## config.mk

```make
export PLATFORM = sky130hd
export DESIGN_NAME = log_lane_ctrl_flat
export DESIGN_NICKNAME = d
export VERILOG_FILES = /design/src/rtl/log_lane_ctrl_if.sv /design/src/rtl/log_lane_ctrl.sv /design/src/flat_wrapper.sv
export SDC_FILE = /design/constraint.sdc
export NUM_CORES = 1
export LEC_CHECK = 0
export BUFFER_PORTS_ARGS = -buffer_cell sky130_fd_sc_hd__buf_2
export CAP_MARGIN = 20
export CORE_ASPECT_RATIO = 0.75
export CORE_MARGIN = 4
export CORE_UTILIZATION = 54
export DETAILED_ROUTE_END_ITERATION = 7
export GPL_ROUTABILITY_DRIVEN = 1
export MAX_ROUTING_LAYER = met4
export PLACE_DENSITY = 0.86
export SLEW_MARGIN = 20
export SYNTH_ARGS = -nofsm -noshare
export SYNTH_HDL_FRONTEND = slang
export SYNTH_SLANG_ARGS = --single-unit
```

## constraint.sdc

```tcl
create_clock -name Clk -period 4.4 [get_ports Clk]
set_input_delay 0.66 -clock Clk [delete_from_list [all_inputs] [get_ports Clk]]
set_output_delay 0.66 -clock Clk [all_outputs]
set_load 0.005 [all_outputs]
```

## src/rtl/log_lane_ctrl_if.sv

```systemverilog
// Bundle between one log lane controller and its surroundings: the frame/scan
// inputs, the sprite ROM address/data pair, and the pixel and ride outputs.
//   frame_tick  one-cycle pulse per frame (vblank start)
//   enable      0 freezes motion; lookup still works
//   DrawX/DrawY current scan column/row
//   rom_data    palette index from the sprite ROM, combinational from DX/DY
//   DX/DY/dir   sprite ROM address and orientation
//   pixel_idx   palette index for this pixel, 0 = transparent/no log
//   pixel_hit   opaque log pixel present
//   ride_step   one-cycle pulse the cycle after the logs moved
//   ride_delta  signed pixels applied per step
// Modports: slave = the lane controller, master = whoever drives scan/ROM.
interface log_lane_ctrl_if;
  logic       frame_tick;
  logic       enable;
  logic [9:0] DrawX;
  logic [9:0] DrawY;
  logic [7:0] rom_data;
  logic [5:0] DX;
  logic [5:0] DY;
  logic       dir;
  logic [7:0] pixel_idx;
  logic       pixel_hit;
  logic       ride_step;
  logic [3:0] ride_delta;

  modport slave (
    input  frame_tick, enable, DrawX, DrawY, rom_data,
    output DX, DY, dir, pixel_idx, pixel_hit, ride_step, ride_delta
  );

  modport master (
    output frame_tick, enable, DrawX, DrawY, rom_data,
    input  DX, DY, dir, pixel_idx, pixel_hit, ride_step, ride_delta
  );
endinterface

```

## src/rtl/log_lane_ctrl.sv

```systemverilog
// One river lane of scrolling logs. Holds NUM_LOGS right-edge positions in a
// virtual strip SCREEN_W+SPR_W wide, moves them every FRAMES_PER_STEP enabled
// frame ticks with wrap-around, and runs a two-stage lookup per scanned pixel:
// stage 1 registers the sprite ROM address, stage 2 registers the palette index.
// Ports:
//   Clk    pixel-domain clock
//   Reset  asynchronous, active-high
//   bus    log_lane_ctrl_if.slave (scan inputs, ROM address/data, pixel/ride outputs)
module log_lane_ctrl #(
  parameter int unsigned NUM_LOGS        = 3,
  parameter int unsigned SCREEN_W        = 640,
  parameter int unsigned SPR_W           = 48,
  parameter int unsigned SPR_H           = 24,
  parameter int unsigned LANE_Y          = 96,
  parameter int unsigned SPACING         = 224,
  parameter int unsigned SPEED           = 2,
  parameter int unsigned FRAMES_PER_STEP = 1,
  parameter int unsigned DIR             = 0
) (
  input logic            Clk,
  input logic            Reset,
  log_lane_ctrl_if.slave bus
);

  localparam int unsigned VW = SCREEN_W + SPR_W;

  localparam logic [10:0] Vw       = 11'(VW);
  localparam logic [10:0] Spd      = 11'(SPEED);
  localparam logic [11:0] SprW     = 12'(SPR_W);
  localparam logic [9:0]  LaneTop  = 10'(LANE_Y);
  localparam logic [9:0]  LaneBot  = 10'(LANE_Y + SPR_H);
  localparam logic [3:0]  StepLast = 4'(FRAMES_PER_STEP - 1);
  // Two's complement of SPEED when moving left.
  localparam logic [3:0]  Delta    = (DIR != 0) ? 4'(SPEED) : 4'(16 - SPEED);

  logic [10:0] log_x_q [NUM_LOGS];
  logic [10:0] log_x_d [NUM_LOGS];
  logic [11:0] off     [NUM_LOGS];
  logic [NUM_LOGS-1:0] hit_vec;

  logic [3:0] step_cnt_q;
  logic       hit1_q;
  logic       in_lane;
  logic       any_hit;
  logic [5:0] dx_win;
  logic       tick_en;
  logic       move;

  assign bus.dir        = (DIR != 0);
  assign bus.ride_delta = Delta;

  assign tick_en = bus.frame_tick && bus.enable;
  assign move    = tick_en && (step_cnt_q == StepLast);

  // Stage 1 hit detection. The offset is kept 12 bits wide so that a column left
  // of the log wraps to a large unsigned value and fails the < SPR_W test.
  always_comb begin
    in_lane = (bus.DrawY >= LaneTop) && (bus.DrawY < LaneBot);
    any_hit = 1'b0;
    dx_win  = '0;
    for (int i = 0; i < NUM_LOGS; i++) begin
      off[i]     = {2'b00, bus.DrawX} + SprW - {1'b0, log_x_q[i]};
      hit_vec[i] = in_lane && (off[i] < SprW);
    end
    // Scan downwards so the lowest-numbered hitting log wins.
    for (int i = NUM_LOGS - 1; i >= 0; i--) begin
      if (hit_vec[i]) begin
        any_hit = 1'b1;
        dx_win  = off[i][5:0];
      end
    end
  end

  // Next positions if a step is taken this cycle, wrapping within [0, VW).
  always_comb begin
    for (int i = 0; i < NUM_LOGS; i++) begin
      if (DIR != 0) begin
        log_x_d[i] = (log_x_q[i] + Spd >= Vw) ? log_x_q[i] + Spd - Vw : log_x_q[i] + Spd;
      end else begin
        log_x_d[i] = (log_x_q[i] < Spd) ? log_x_q[i] + Vw - Spd : log_x_q[i] - Spd;
      end
    end
  end

  always_ff @(posedge Clk or posedge Reset) begin
    if (Reset) begin
      for (int i = 0; i < NUM_LOGS; i++) begin
        log_x_q[i] <= 11'(i * SPACING);
      end
      step_cnt_q    <= '0;
      hit1_q        <= 1'b0;
      bus.DX        <= '0;
      bus.DY        <= '0;
      bus.pixel_idx <= '0;
      bus.pixel_hit <= 1'b0;
      bus.ride_step <= 1'b0;
    end else begin
      // Motion
      bus.ride_step <= move;
      if (tick_en) begin
        if (step_cnt_q == StepLast) begin
          step_cnt_q <= '0;
          log_x_q    <= log_x_d;
        end else begin
          step_cnt_q <= step_cnt_q + 4'd1;
        end
      end

      // Lookup stage 1: ROM address holds its last value on a miss.
      hit1_q <= any_hit;
      if (any_hit) begin
        bus.DX <= dx_win;
        bus.DY <= 6'(bus.DrawY - LaneTop);
      end

      // Lookup stage 2
      bus.pixel_idx <= hit1_q ? bus.rom_data : 8'd0;
      bus.pixel_hit <= hit1_q && (bus.rom_data != 8'd0);
    end
  end

endmodule
```

## src/flat_wrapper.sv

```systemverilog
// flat-port wrapper written by rule: the top's interface ports become plain ports
module log_lane_ctrl_flat 
#(
  parameter int unsigned NUM_LOGS        = 3,
  parameter int unsigned SCREEN_W        = 640,
  parameter int unsigned SPR_W           = 48,
  parameter int unsigned SPR_H           = 24,
  parameter int unsigned LANE_Y          = 96,
  parameter int unsigned SPACING         = 224,
  parameter int unsigned SPEED           = 2,
  parameter int unsigned FRAMES_PER_STEP = 1,
  parameter int unsigned DIR             = 0
)
  (Clk, Reset, bus_frame_tick, bus_enable, bus_DrawX, bus_DrawY, bus_rom_data, bus_DX, bus_DY, bus_dir, bus_pixel_idx, bus_pixel_hit, bus_ride_step, bus_ride_delta);
  log_lane_ctrl_if bus_i ();
  input logic Clk;
  input logic Reset;
  input wire logic [$bits(bus_i.frame_tick)-1:0] bus_frame_tick;
  input wire logic [$bits(bus_i.enable)-1:0] bus_enable;
  input wire logic [$bits(bus_i.DrawX)-1:0] bus_DrawX;
  input wire logic [$bits(bus_i.DrawY)-1:0] bus_DrawY;
  input wire logic [$bits(bus_i.rom_data)-1:0] bus_rom_data;
  output wire logic [$bits(bus_i.DX)-1:0] bus_DX;
  output wire logic [$bits(bus_i.DY)-1:0] bus_DY;
  output wire logic [$bits(bus_i.dir)-1:0] bus_dir;
  output wire logic [$bits(bus_i.pixel_idx)-1:0] bus_pixel_idx;
  output wire logic [$bits(bus_i.pixel_hit)-1:0] bus_pixel_hit;
  output wire logic [$bits(bus_i.ride_step)-1:0] bus_ride_step;
  output wire logic [$bits(bus_i.ride_delta)-1:0] bus_ride_delta;
  assign bus_i.frame_tick = bus_frame_tick;
  assign bus_i.enable = bus_enable;
  assign bus_i.DrawX = bus_DrawX;
  assign bus_i.DrawY = bus_DrawY;
  assign bus_i.rom_data = bus_rom_data;
  assign bus_DX = bus_i.DX;
  assign bus_DY = bus_i.DY;
  assign bus_dir = bus_i.dir;
  assign bus_pixel_idx = bus_i.pixel_idx;
  assign bus_pixel_hit = bus_i.pixel_hit;
  assign bus_ride_step = bus_i.ride_step;
  assign bus_ride_delta = bus_i.ride_delta;
  log_lane_ctrl #(.NUM_LOGS(NUM_LOGS), .SCREEN_W(SCREEN_W), .SPR_W(SPR_W), .SPR_H(SPR_H), .LANE_Y(LANE_Y), .SPACING(SPACING), .SPEED(SPEED), .FRAMES_PER_STEP(FRAMES_PER_STEP), .DIR(DIR)) u_core (.Clk(Clk), .Reset(Reset), .bus(bus_i));
endmodule
```

==> impl_metrics.json <==
{
  "initial_core_util": 0.557,
  "ys_async_sr_fraction": 1.00,
  "grt_pass1_wl_um": 19200,
  "cp_cell_sequence": "buf_2 > inv_1 > ha_1 > nor2_1 > xor2_1 > ha_1 > nand2_1 > a221oi_1 > a211oi_1 > a2bb2oi_1 > nand3b_1 > and3_1 > nor3_4 > mux2_4",
  "antenna_found_initial": 0,
  "grt_usage": 0.256,
  "fin_crit_sh": 0.851,
  "synth_top_flop_cell": "dfrtp_1",
  "grt_start_max_net_pins": 58,
  "ir_drop_mv": 0.321,
  "critPathTopFamily": "simple AND/OR/NAND/NOR gates",
  "min_period_ns": 3.75,
  "powerDensity_mw_per_mm2": 436,
  "cellLeakagePower_nw": 2.42,
  "finalSetupViolCount": 0,
  "slew_viol_final": 0,
  "fill_cells": 635,
  "first_pass_iters": 5,
  "reg2reg_from": "u_core.log_x_q[16]$_DFFE_PP1P_",
  "io_pins": 59,
  "worst_setup_path_end_kind": "flip-flop",
  "path_clk_slew_ns": 0.07,
  "avgViaCountPerCell": 6.00,
  "drv_cap": 0,
  "dr.first_iter.drc_count": 530,
  "rows": 28,
  "ys_types": 66,
  "grt_pass1_vias": 3876,
  "syn_area_mm2": 0.00443,
  "die_y_um": 86.4,
  "syn_inst": 499,
  "grt_overflow_total": 0,
  "core-area_mm2": 0.00795,
  "wirelength_um": 11500,
  "arrival_ns": 3.98,
  "gp_congestion": 0.993,
  "avgSynthCellArea_um2": 8.87,
  "startpoint_type": "primary input",
  "ctsHtreeMaxLevel": 3,
  "dp_slack_ns": 0.317,
  "wl_per_cell_um": 17.3,
  "fmax_mhz": 267,
  "fin_tns_setup_ns": 0,
  "ys_warn_count": 0,
  "hold_path_class": "primary input to asynchronous set/reset pin",
  "synth-seq-cells": 57,
  "post-route-util": 0.632,
  "cp.depth": 14,
  "cts_tree": "yes",
  "path_buf_inv": 2,
  "cpMaxStageDelayCell": "nor3_4",
  "hold_viol": 0,
  "critPathLaunch": "bus_DrawX[4]",
  "die_area_mm2": 0.00973,
  "num_vias": 3981,
  "cts_buffers": 9,
  "cts-root-buf": "clkbuf_8",
  "final_nets": 626,
  "cp_max_fo": 7,
  "finalClockSkew_ns": 0.00887,
  "setup_ws_ns": 0.654,
  "cts-hold-fix-buffers": 0,
  "status": "finished, final reports clean",
  "r2r_cells": 10,
  "required_ns": 4.63,
  "cts_sinks": 57,
  "cpMostUsedCell": "ha_1",
  "path_class": "primary input to flip-flop",
  "drive_above_1_share": 0.168,
  "relSlewSlack": 0.525,
  "yosysSeqAreaShare": 0.324,
  "area_growth_pct": 13.5,
  "ant_nets": 0,
  "diodes": 0,
  "synth_edf_count": 0,
  "place.port_buffers": 53,
  "die_w_um": 113,
  "drt_drc_violations_left": 0,
  "cts.path.max_buffers": 2,
  "post-cts-setup-buffers": 0,
  "clk_latency_ns": 0.35,
  "worstMarginPinSlew_ns": 0.712,
  "hpwl_um": 9070,
  "cts-resized-gates": 0,
  "rsz0062_at_grt": "false",
  "slowest_delay_ns": 0.47
}
[metrics by stage]
stage / power [mW] / std cells / cell area [µm²] / hold slack [ns]
after global placement: 1.53 / 649 / 4780 / 0.474
after detailed placement: 1.56 / 649 / 4780 / 0.489
after CTS: 2.18 / 664 / 5030 / 0.515
final: 2.19 / 664 / 5030 / 0.511
after floorplan: 1.34 / 502 / 4440 / 0.467
after global routing: 2.33 / 664 / 5030 / 0.524
[worst register-to-register path: stages, from the launching register on]
cell and delay, ns:
dfstp_2 0.58, inv_1 0.10, ha_1 0.49, o21ai_0 0.17, a221oi_1 0.48, a211oi_1 0.15, a2bb2oi_1 0.17, nand3b_1 0.15
and3_1 0.26, nor3_4 0.48, mux2_4 0.35
[logic make-up after synthesis]
kind of cell,synth area share
muxes,0.0415
DFF,0.324
AOI/OAI and AO/OA,0.176
and+or+nand+nor,0.194
xor gates and xnor gates,0.0930
adders and majority gates,0.110
other,0.00170
buffers and inverters,0.0599
[sequential cells by signal, summed over array words and instances (netlist names)]
| signal | flops |
|---|---|
| u_core.bus.ride_step | 1 |
| u_core.bus.DY | 6 |
| u_core.step_cnt_q | 4 |
| u_core.hit1_q | 1 |
| u_core.bus.pixel_hit | 1 |
| u_core.bus.pixel_idx | 8 |
| u_core.bus.DX | 6 |
| u_core.log_x_q | 30 |
[layer usage]
layer  up-vias  wire length [µm]  global-route usage
met5         -                 0                   -
met4         0               174              0.0666
met3        20               983              0.0544
met2       175              4960               0.376
met1      1900              5390               0.361
li1       1886                 -                   -
[layout make-up]
type / count / area [µm²] / share of cell area
sequential: 57 / 1430 / 0.285
inverter: 51 / 191 / 0.0381
multi-input combinational: 380 / 2740 / 0.545
tap: 105 / 131 / 0.0261
clock inverter: 5 / 104 / 0.0207
timing repair buffer: 56 / 288 / 0.0573
clock buffer: 10 / 138 / 0.0274
[power by group]
group          internal (mW)  total (mW)  leakage (nW)  switching, mW
Clock                  0.388       0.611         0.122          0.222
Combinational          0.364       0.917          1.62          0.554
Sequential             0.594       0.666         0.677         0.0715
[synthesized netlist by cell type (all sizes together), types with 4 or more instances]
cell type	count	area, µm²
buf	6	42.5
ha	39	488
nand2	29	109
nand3	21	105
dfstp	6	158
dfrtp	51	1280
nand2b	7	43.8
clkbuf	8	31.3
a21o	4	30.0
nand4	6	37.5
o22a	4	35.0
o21ai	23	115
a21oi	25	125
inv	51	191
and2	12	77.6
xnor2	39	342
xor2	8	70.1
nor2b	5	31.3
nor4	5	31.3
nor3	19	118
a211oi	5	37.5
or3	4	25.0
mux2i	6	60.1
o211ai	9	67.6
nor2	36	135
and3	4	25.0
mux2	9	124
o21a	5	37.5
[path summary, 6_finish.rpt]
check | endpoint | slack [ns]
worst min-delay path | u_core.bus.DX[2]$_DFFE_PP0P_ | 0.51
min in group Clk | u_core.bus.DY[5]$_DFFE_PP0P_ | 0.51
worst max-delay path | u_core.bus.DX[0]$_DFFE_PP0P_ | 0.65
max in group asynchronous | u_core.bus.pixel_idx[4]$_DFF_PP0_ | 3.41
worst max register to register | u_core.bus.DX[0]$_DFFE_PP0P_ | 0.92
worst min register to register | u_core.bus.DY[5]$_DFFE_PP0P_ | 0.51
[cells in the final DEF, fill, tap and decap left out, drive strengths merged, types with 6 or more instances in the layout]
cell type,instances
and2,12
nand2b,7
ha,39
o21ai,23
xnor2,39
inv,51
buf,56
a21oi,25
xor2,8
nand3,21
dfstp,6
nor2,36
nand4,6
nand2,29
o211ai,9
mux2i,6
dfrtp,51
mux2,9
clkbuf,10
nor3,19
No activity file was read; power rests on OpenSTA's default activity.
